--- config.mk ---
export PLATFORM = sky130hd
export DESIGN_NAME = mem_port_arbiter
export DESIGN_NICKNAME = d
export VERILOG_FILES = /design/src/rtl/mem_port_arbiter.sv
export SDC_FILE = /design/constraint.sdc
export NUM_CORES = 1
export LEC_CHECK = 0
export CORE_ASPECT_RATIO = 0.5
export CORE_UTILIZATION = 42
export CTS_CLUSTER_DIAMETER = 50
export DETAILED_ROUTE_END_ITERATION = 8
export HOLD_SLACK_MARGIN = 0.05
export PLACE_DENSITY = 0.89
export SKIP_CTS_REPAIR_TIMING = 1
export SLEW_MARGIN = 5
export SYNTH_ARGS = -nofsm -noshare
export SYNTH_HDL_FRONTEND = slang
export SYNTH_SLANG_ARGS = --single-unit
--- constraint.sdc ---
create_clock -name clk -period 1.6 [get_ports clk]
set_input_delay 0.4 -clock clk [delete_from_list [all_inputs] [get_ports clk]]
set_output_delay 0.4 -clock clk [all_outputs]
set_load 0.01 [all_outputs]
--- src/rtl/mem_port_arbiter.sv ---
// -----------------------------------------------------------------------------
// mem_port_arbiter
//
// Shares one single-ported unified memory between the instruction-fetch port
// (I) and the data port (D) of a processor core. Handles one memory
// transaction at a time, with a req/ack handshake on every side.
//
// Arbitration: data wins over fetch. After MAX_D_STREAK consecutive data
// grants made while fetch was also waiting, the next contended grant goes to
// fetch so that fetch cannot be starved.
//
// Transaction sequence: IDLE (sample requests) -> GRANT (mem_req held until
// mem_ack) -> RESP (one-cycle ack to the owner) -> IDLE.
//
// Optional build macro:
//   MEM_ARB_TIMEOUT_EN  - aborts a GRANT that waits TIMEOUT cycles for
//                         mem_ack. The aborted access returns 32'hDEADBEEF
//                         on reads and pulses err. Adds the TIMEOUT
//                         parameter and the err port.
//
// Ports:
//   clk, reset          clock; synchronous active-high reset
//   i_req/i_addr        fetch request and address (held until i_ack)
//   i_ack/i_rdata       fetch completion pulse and fetched word
//   d_req/d_we/d_addr/d_wdata
//                       data request, direction, address, write data
//   d_ack/d_rdata       data completion pulse and read data
//   mem_req/mem_we/mem_addr/mem_wdata
//                       memory request, held until mem_ack
//   mem_rdata/mem_ack   memory read data and completion
//   err                 timeout pulse (MEM_ARB_TIMEOUT_EN only)
// -----------------------------------------------------------------------------
module mem_port_arbiter #(
    parameter int AW           = 32,
    parameter int DW           = 32,
    parameter int MAX_D_STREAK = 4
`ifdef MEM_ARB_TIMEOUT_EN
    ,
    parameter int TIMEOUT      = 255
`endif
) (
    input  logic          clk,
    input  logic          reset,

    input  logic          i_req,
    input  logic [AW-1:0] i_addr,
    output logic          i_ack,
    output logic [DW-1:0] i_rdata,

    input  logic          d_req,
    input  logic          d_we,
    input  logic [AW-1:0] d_addr,
    input  logic [DW-1:0] d_wdata,
    output logic          d_ack,
    output logic [DW-1:0] d_rdata,

    output logic          mem_req,
    output logic          mem_we,
    output logic [AW-1:0] mem_addr,
    output logic [DW-1:0] mem_wdata,
    input  logic [DW-1:0] mem_rdata,
    input  logic          mem_ack
`ifdef MEM_ARB_TIMEOUT_EN
    ,
    output logic          err
`endif
);

    typedef enum logic [1:0] {
        IDLE  = 2'd0,
        GRANT = 2'd1,
        RESP  = 2'd2
    } state_t;

    state_t     state;
    logic       owner_d;     // 1: current transaction belongs to the data port
    logic [3:0] streak;      // consecutive data grants made while fetch waited
    logic       pick_d;      // arbitration result for this IDLE cycle

`ifdef MEM_ARB_TIMEOUT_EN
    logic [7:0] wait_cnt;
    logic       wait_expired;

    // The counter would reach TIMEOUT at the end of this GRANT cycle.
    assign wait_expired = (wait_cnt == 8'(TIMEOUT - 1));
`endif

    // Data wins unless fetch is also waiting and data has already used up
    // its streak allowance.
    assign pick_d = d_req && !(i_req && (streak == 4'(MAX_D_STREAK)));

    // NOTE: sequential state uses non-blocking assignments only, so every
    // register sees the values from before the clock edge.
    always_ff @(posedge clk) begin
        if (reset) begin
            // NOTE: datapath registers are reset as well as control, because
            // every output must read 0 after reset, not just the handshakes.
            state     <= IDLE;
            owner_d   <= 1'b0;
            streak    <= 4'd0;
            mem_req   <= 1'b0;
            mem_we    <= 1'b0;
            mem_addr  <= '0;
            mem_wdata <= '0;
            i_ack     <= 1'b0;
            d_ack     <= 1'b0;
            i_rdata   <= '0;
            d_rdata   <= '0;
`ifdef MEM_ARB_TIMEOUT_EN
            wait_cnt  <= 8'd0;
            err       <= 1'b0;
`endif
        end else begin
            // Acks (and err) are one-cycle pulses; only the GRANT exit raises them.
            i_ack <= 1'b0;
            d_ack <= 1'b0;
`ifdef MEM_ARB_TIMEOUT_EN
            err   <= 1'b0;
`endif
            case (state)
                IDLE: begin
                    if (i_req || d_req) begin
                        state   <= GRANT;
                        mem_req <= 1'b1;
                        owner_d <= pick_d;
`ifdef MEM_ARB_TIMEOUT_EN
                        wait_cnt <= 8'd0;
`endif
                        if (pick_d) begin
                            mem_we    <= d_we;
                            mem_addr  <= d_addr;
                            mem_wdata <= d_wdata;
                            if (!i_req) begin
                                streak <= 4'd0;
                            end else if (streak != 4'hF) begin
                                streak <= streak + 4'd1;
                            end
                        end else begin
                            mem_we    <= 1'b0;
                            mem_addr  <= i_addr;
                            mem_wdata <= '0;
                            streak    <= 4'd0;
                        end
                    end
                end

                GRANT: begin
                    // mem_ack takes precedence over an expiring wait.
                    if (mem_ack) begin
                        state   <= RESP;
                        mem_req <= 1'b0;
                        mem_we  <= 1'b0;
                        if (owner_d) begin
                            d_ack <= 1'b1;
                            if (!mem_we) d_rdata <= mem_rdata;
                        end else begin
                            i_ack <= 1'b1;
                            if (!mem_we) i_rdata <= mem_rdata;
                        end
                    end
`ifdef MEM_ARB_TIMEOUT_EN
                    else if (wait_expired) begin
                        state   <= RESP;
                        mem_req <= 1'b0;
                        mem_we  <= 1'b0;
                        err     <= 1'b1;
                        if (owner_d) begin
                            d_ack <= 1'b1;
                            if (!mem_we) d_rdata <= DW'(32'hDEADBEEF);
                        end else begin
                            i_ack <= 1'b1;
                            if (!mem_we) i_rdata <= DW'(32'hDEADBEEF);
                        end
                    end else begin
                        wait_cnt <= wait_cnt + 8'd1;
                    end
`endif
                end

                // The ack pulse is visible during RESP; requests are not
                // looked at until the following IDLE cycle.
                RESP: state <= IDLE;

                default: state <= IDLE;
            endcase
        end
    end

endmodule

==> run metrics <==
Cell Area, Synth=6000 um2; Layout Nets=1071; Max-cap violations=0; setup ws final=-29.2 ps; Setup Skew=10.4 ps; Clock Path Buffers=2; initial antenna violation count=0; flop-to-flop setup slack=-30 ps; Worst Tran Pin Value=393 ps; final critical-path share of the clock period=102%; most used standard cell by instance count after synthesis=dfxtp_1; Leakage=5.49 nW; post-synth cell types=40; average size of a mapped cell=8.66 um2; Synth Instances=693; crit path max fanout=8; Max Fclk=614 MHz; PwrDens=962 nW/um2; DRC viols=0; clock root buffer master=clkbuf_16; worst reg-to-reg path cell count=6; R2R Path Start=streak[0]; post-layout util=72.5%; Worst Path Arrival=1950 ps; WL/cell=18.6 um; I/O pins=266; # H-tree levels=4; Die W=171 um; CP Launch Point=streak[0]; core area=13700 um2; post-DP HPWL=13.3 mm; share of layout cells above drive strength 1=13.1%; DP Cell Count=1103; WHS Path Cells=2; count of input and output buffers=265; Worst setup SP type=register; pre-CTS setup slack=-282 ps; failing checks=negative setup slack; largest net degree at the start of global routing=70; Area Overhead vs Synth=66.0%; CP peak stage delay=330 ps; # diodes=0; GPL Wtd Cong=0.792; Via density=5.88; clock sink count=139; Synth Warn #=0; unrepaired setup endpoints after global routing=yes; Post-synth EDFFs=0; TritonCTS clock tree=yes; top cells by count, synth=dfxtp_1 (139), a21oi_1 (132), o21ai_0 (107), nand3_1 (98), clkbuf_1 (41); Worst Setup End Kind=register; Routed Antenna Nets=0; maximum VDD drop=699 uV; drt first-iter violations=513; chip height=86.5 um; worst hold path class=input pin to register; post-synth top area cell=dfxtp_1; vias in the first global route=6269; Clock Pin Slew Worst Setup and Hold Paths=60 ps; Core Rows=30; Yosys reg bits=139; cts bufs inserted=17; global-route wire length before repair=31.0 mm; Async SR Flop Fraction=0%; via count=6704; Req. time, crit path=1920 ps; status=finished, violations left; reg2reg end=mem_addr[16]; initial core utilization=43.7%; max-slew violations=0; top cell type's share of synthesized area=46.3%; setup TNS=-35.8 ps; Non-Filler Instances=1140; largest cells by area after synthesis=dfxtp_1 (46%), a21oi_1 (11%), o21ai_0 (8.9%), nand3_1 (8.2%), a311oi_2 (7.0%); Worst-Skew Late Latency=410 ps; Crit Path Class=register to register; relative slew slack=73.8%; minimum clock period=1630 ps; die area=14800 um2; Crit-path slowest cell=dfxtp_2; CP Cell Sequence=inv_1 > ha_4 > nand4b_1 > buf_2 > nand3_1 > a311oi_2; Worst Hold End=state[1]; Seq/Total Area, Yosys=46.3%; Tot GR Track Use=26.1%; first-pass detailed-route iteration total=5; routed wire length=21.3 mm; final setup violation count=2; synthesized net count=829; gr ovfl total=0; Post-synth top flop=dfxtp_1; Hold Path Origin=reset; final hold viol count=0
-- worst max-delay path: cells and delay by family, from the launching register on --
kind / cells / cell delay, ps
fa+ha+maj: 1 / 170
compound gates: 1 / 280
buf+inv: 2 / 360
simple gates: 2 / 410
flops: 1 / 330
-- worst max-delay path by stage --
stage / cells past startpoint / endpoint
6_report: 6 / mem_addr[16]
5_1_grt: 6 / mem_addr[16]
3_5_place_dp: 5 / d_rdata[6]
3_3_place_gp: 5 / mem_addr[9]
4_1_cts: 1 / mem_we
2_1_floorplan: 6 / mem_addr[16]
-- state kept, by name, summed over array words and instances, names as in the netlist --
name,cells
mem_addr,32
i_ack,1
mem_req,1
d_rdata,32
owner_d,1
mem_wdata,32
i_rdata,32
streak,4
d_ack,1
mem_we,1
state,2
-- cell type report --
type                            count  area, um2
Tap cell                          192        240
Timing Repair Buffer              309       3510
Multi-Input combinational cell    464       2810
Inverter                            4       15.0
Sequential cell                   139       2790
Clock inverter                     14        160
Fill cell                         944       3770
Clock buffer                       18        439
-- layout by cell type, fill, tap and decap left out, drive strengths merged, types with 20 or more instances in the layout --
master / synthesis / final
dfxtp: 139 / 139
a21oi: 132 / 132
dlymetal6s2s: 0 / 132
clkdlybuf4s50: 0 / 131
o21ai: 130 / 130
nand3: 98 / 98
buf: 42 / 44
nand4: 37 / 37
a311oi: 32 / 32
clkbuf: 44 / 20
-- metal layers --
layer	up-vias	track usage, %	share of wire, %
met4	0	12.6	3.7
met2	317	45.9	50
met3	75	5.71	5.9
met5	-	0	0
li1	3074	-	-
met1	3238	30.6	40
-- power breakdown --
part           switching, mW  total, mW  internal (mW)
Sequential             0.102       3.77           3.66
Combinational          0.907       1.82          0.913
Clock                   1.62       4.00           2.38
-- cells by family after synthesis --
group | synth area share (%)
AO/OA/AOI/OAI | 30.2
adder cells (fa/ha/maj) | 0.417
buffers and inverters | 7.61
flip-flops | 46.3
multiplexers | 0.333
AND/OR/NAND/NOR | 15.1
-- metrics by stage --
| step | power [mW] | hold WS [ps] | cell area (um2) |
|---|---|---|---|
| floorplan | 4.68 | 481 | 6000 |
| global placement | 5.62 | 448 | 8910 |
| detailed placement | 5.67 | 451 | 8910 |
| CTS | 9.64 | 392 | 9510 |
| global route | 9.94 | 398 | 9960 |
| finish | 9.59 | 412 | 9960 |
Power figures use the tool's default switching activity.
==> RTL change, RTL diff (same flow settings) <==
Add a define of `MEM_ARB_TIMEOUT_EN`.
--- a/src/rtl/mem_port_arbiter.sv
+++ b/src/rtl/mem_port_arbiter.sv
@@ -30,6 +30,8 @@
 //   mem_rdata/mem_ack   memory read data and completion
 //   err                 timeout pulse (MEM_ARB_TIMEOUT_EN only)
 // -----------------------------------------------------------------------------
+`define MEM_ARB_TIMEOUT_EN
+
 module mem_port_arbiter #(
     parameter int AW           = 32,
     parameter int DW           = 32,
Behaviour (old outputs only; new: err): same outputs for any inputs over 4 cycles, from zero or initial values and one cycle with reset high; that may be too few to reach the edited logic, so the function may still have changed.
==> RTL change against the original RTL <==
- the flow still finishes with violations (negative setup slack)
- worst setup slack worse by 0.18 ns
- via count is 1.2% higher
- combinational power is 9.9% higher
- wire length is 20% higher
- sequential cell count is 9 higher
- area after synthesis is 3.5% lower
- count of clock-buffer cells in the layout stayed put
- power is 5.0% higher
- design area is 4.3% higher
- critical path type unchanged
- critical endpoint is now d_rdata[24]$_SDFFE_PP0P_
- highest routed layer unchanged
==> RTL change: results (changes against the original RTL) <==
| Metric | Value |
|---|---|
| VDD IR-drop max | `0.9245 mV (+32%)` |
| Pre-CTS WS | `-0.5275 ns (-0.2451 ns)` |
| Final Skew | `0.01588 ns (+0.005503 ns)` |
| Crit path arrival time | `2.14 ns (+0.19 ns)` |
| Register area share after synthesis | `51.13% (+4.8 points)` |
| Synth top cells by count | `dfxtp_1 (148), nand2_1 (74), a21oi_1 (73), a211oi_1 (51), clkbuf_1 (38)` |
| Top cells by area, synth | `dfxtp_1 (51%), a211oi_1 (6.6%), a21oi_1 (6.3%)` |
| HPWL after DPL | `13430 um (+1.2%)` |
| Worst-path clk slew | `0.06 ns (about the same)` |
| Worst hold path type | `primary input to register` |
| Hold Path Origin | `reset` |
| GR Util met2 | `50.61% (+4.7 points)` |
| Status | `complete, but fails checks` |
| Hold-critical path depth | `2 (unchanged)` |
| Failing checks | `negative setup slack` |
| P_sw | `2882 uW (+9.5%)` |
| DR pass1 iterations | `7 (+2)` |
| Met3 routed WL | `2226 um (+77%)` |
| Global-route wire length before repair | `31330 um (+1.2%)` |
| Layout cells sized above 1 | `17.26% (+4.2 points)` |
| Via/cell ratio | `6.151 (+4.6%)` |
| Placer Congestion | `0.8205 (+3.6%)` |
| Adder-Cell Fraction of Synth Area | `0.8637% (+0.45 points)` |
| Crit path max fanout | `10 (+2)` |
| Total CTS buffers | `17 (unchanged)` |
| Vias in the first global route | `6186 (-1.3%)` |
| Ys async rst share | `0% (unchanged)` |
| H-tree depth | `4 (unchanged)` |
| Met2 WL post-DR | `12400 um (+16%)` |
| Fin Hold WS | `0.2701 ns (-0.1416 ns)` |
| Clk_lat worst skew | `0.43 ns (+0.02 ns)` |
| Tot GR Track Use | `27.43% (+1.3 points)` |
| Nets | `1058 (-1.2%)` |
| Reg-to-reg startpoint | `wait_cnt[0]$_SDFFE_PP0P_` |
| 1st-iter DRT viols | `751 (+46%)` |
| Multiplexer share of the synthesized area | `0.3455% (+0.012 points)` |
| Path depth of the worst reg2reg path | `8 (+2)` |
| Largest net degree at the start of global routing | `49 (-30%)` |
| Final wirelength | `25600 um (+20%)` |
| Seq power | `4050 uW (+7.4%)` |
| Buffers on Ports | `266 (+0.38%)` |
| Synth cell types | `42 (+5.0%)` |
| Yosys warning count | `0 (unchanged)` |
| Compound-Gate Fraction of Synth Area | `26.32% (-3.9 points)` |
| Post-synthesis net count | `770 (-7.1%)` |
| Post-Synth XOR/XNOR Area | `0.1512% (+0.15 points)` |
| Setup Crit Path Kind | `register to register` |
| # setup viols final | `71 (+69)` |
| Clock Root Buffer | `clkbuf_16` |
| Routing usage on met1 | `30.80% (+0.24 points)` |
| Met3 GRT Util | `5.877% (+0.17 points)` |
| P_clk | `between 4000 and 5000 uW` |
| Fin worst setup slack | `-0.2122 ns (-0.1830 ns)` |
| Worst-Margin Slew | `0.5373 ns (+0.1438 ns)` |
| Leakage | `0.005920 uW (+7.9%)` |
| Met1 Wirelength | `9770 um (+14%)` |
## RTL change: changes by cell type in the layout (fill, tap and decap cells not counted), sizes merged, moves of 10 or more
cell	unedited run	this run
buf	44	54
a22o	0	32
a21oi	132	73
nor2	5	38
o21ai	130	20
nand3	98	22
nor2b	1	26
nand4	37	5
nand2	2	74
a211oi	2	51
## RTL change: layout make-up
| type | count | area [um2] |
|---|---|---|
| inverters | 5 | 18.77 |
| multi-input cells | 420 | 2823 |
| flip-flops and latches | 148 | 2969 |
| clock buffers | 18 | 439.2 |
| repair buffers | 328 | 3792 |
| well taps | 170 | 212.7 |
| clock inverters | 14 | 142.6 |
| fillers | 704 | 2665 |
## RTL change: worst paths after layout
kind	to
setup / recovery	d_rdata[24]$_SDFFE_PP0P_
hold / removal	streak[1]$_SDFFE_PP0P_
setup reg to reg	d_rdata[24]$_SDFFE_PP0P_
hold reg to reg	mem_wdata[17]$_SDFFE_PP0P_
## RTL change: worst max-delay path, stage by stage (launching register included)
cell and delay, ns:
dfxtp_2 0.36, inv_2 0.06, ha_4 0.16, and3_4 0.22
a21oi_4 0.22, buf_12 0.15, buf_6 0.14, o21ai_0 0.15
a21oi_1 0.26
## RTL change: cell families after synthesis
| group | after synthesis |
|---|---|
| compound gates | 221 |
| xor+xnor | 1 |
| fa+ha+maj | 4 |
| buf+inv | 65 |
| flops | 148 |
| mux | 2 |
| simple gates | 191 |
## RTL change: metrics by stage
stage	setup TNS, ns	std cells	area, um2	total power, uW
floorplan	-1.421	632	5811	4820
CTS	-20.84	1084	9429	9786
global route	-7.475	1103	10400	10350
detailed placement	-56.60	1052	8847	5862
finish	-4.576	1103	10400	10060
global placement	-49.57	1052	8847	5802
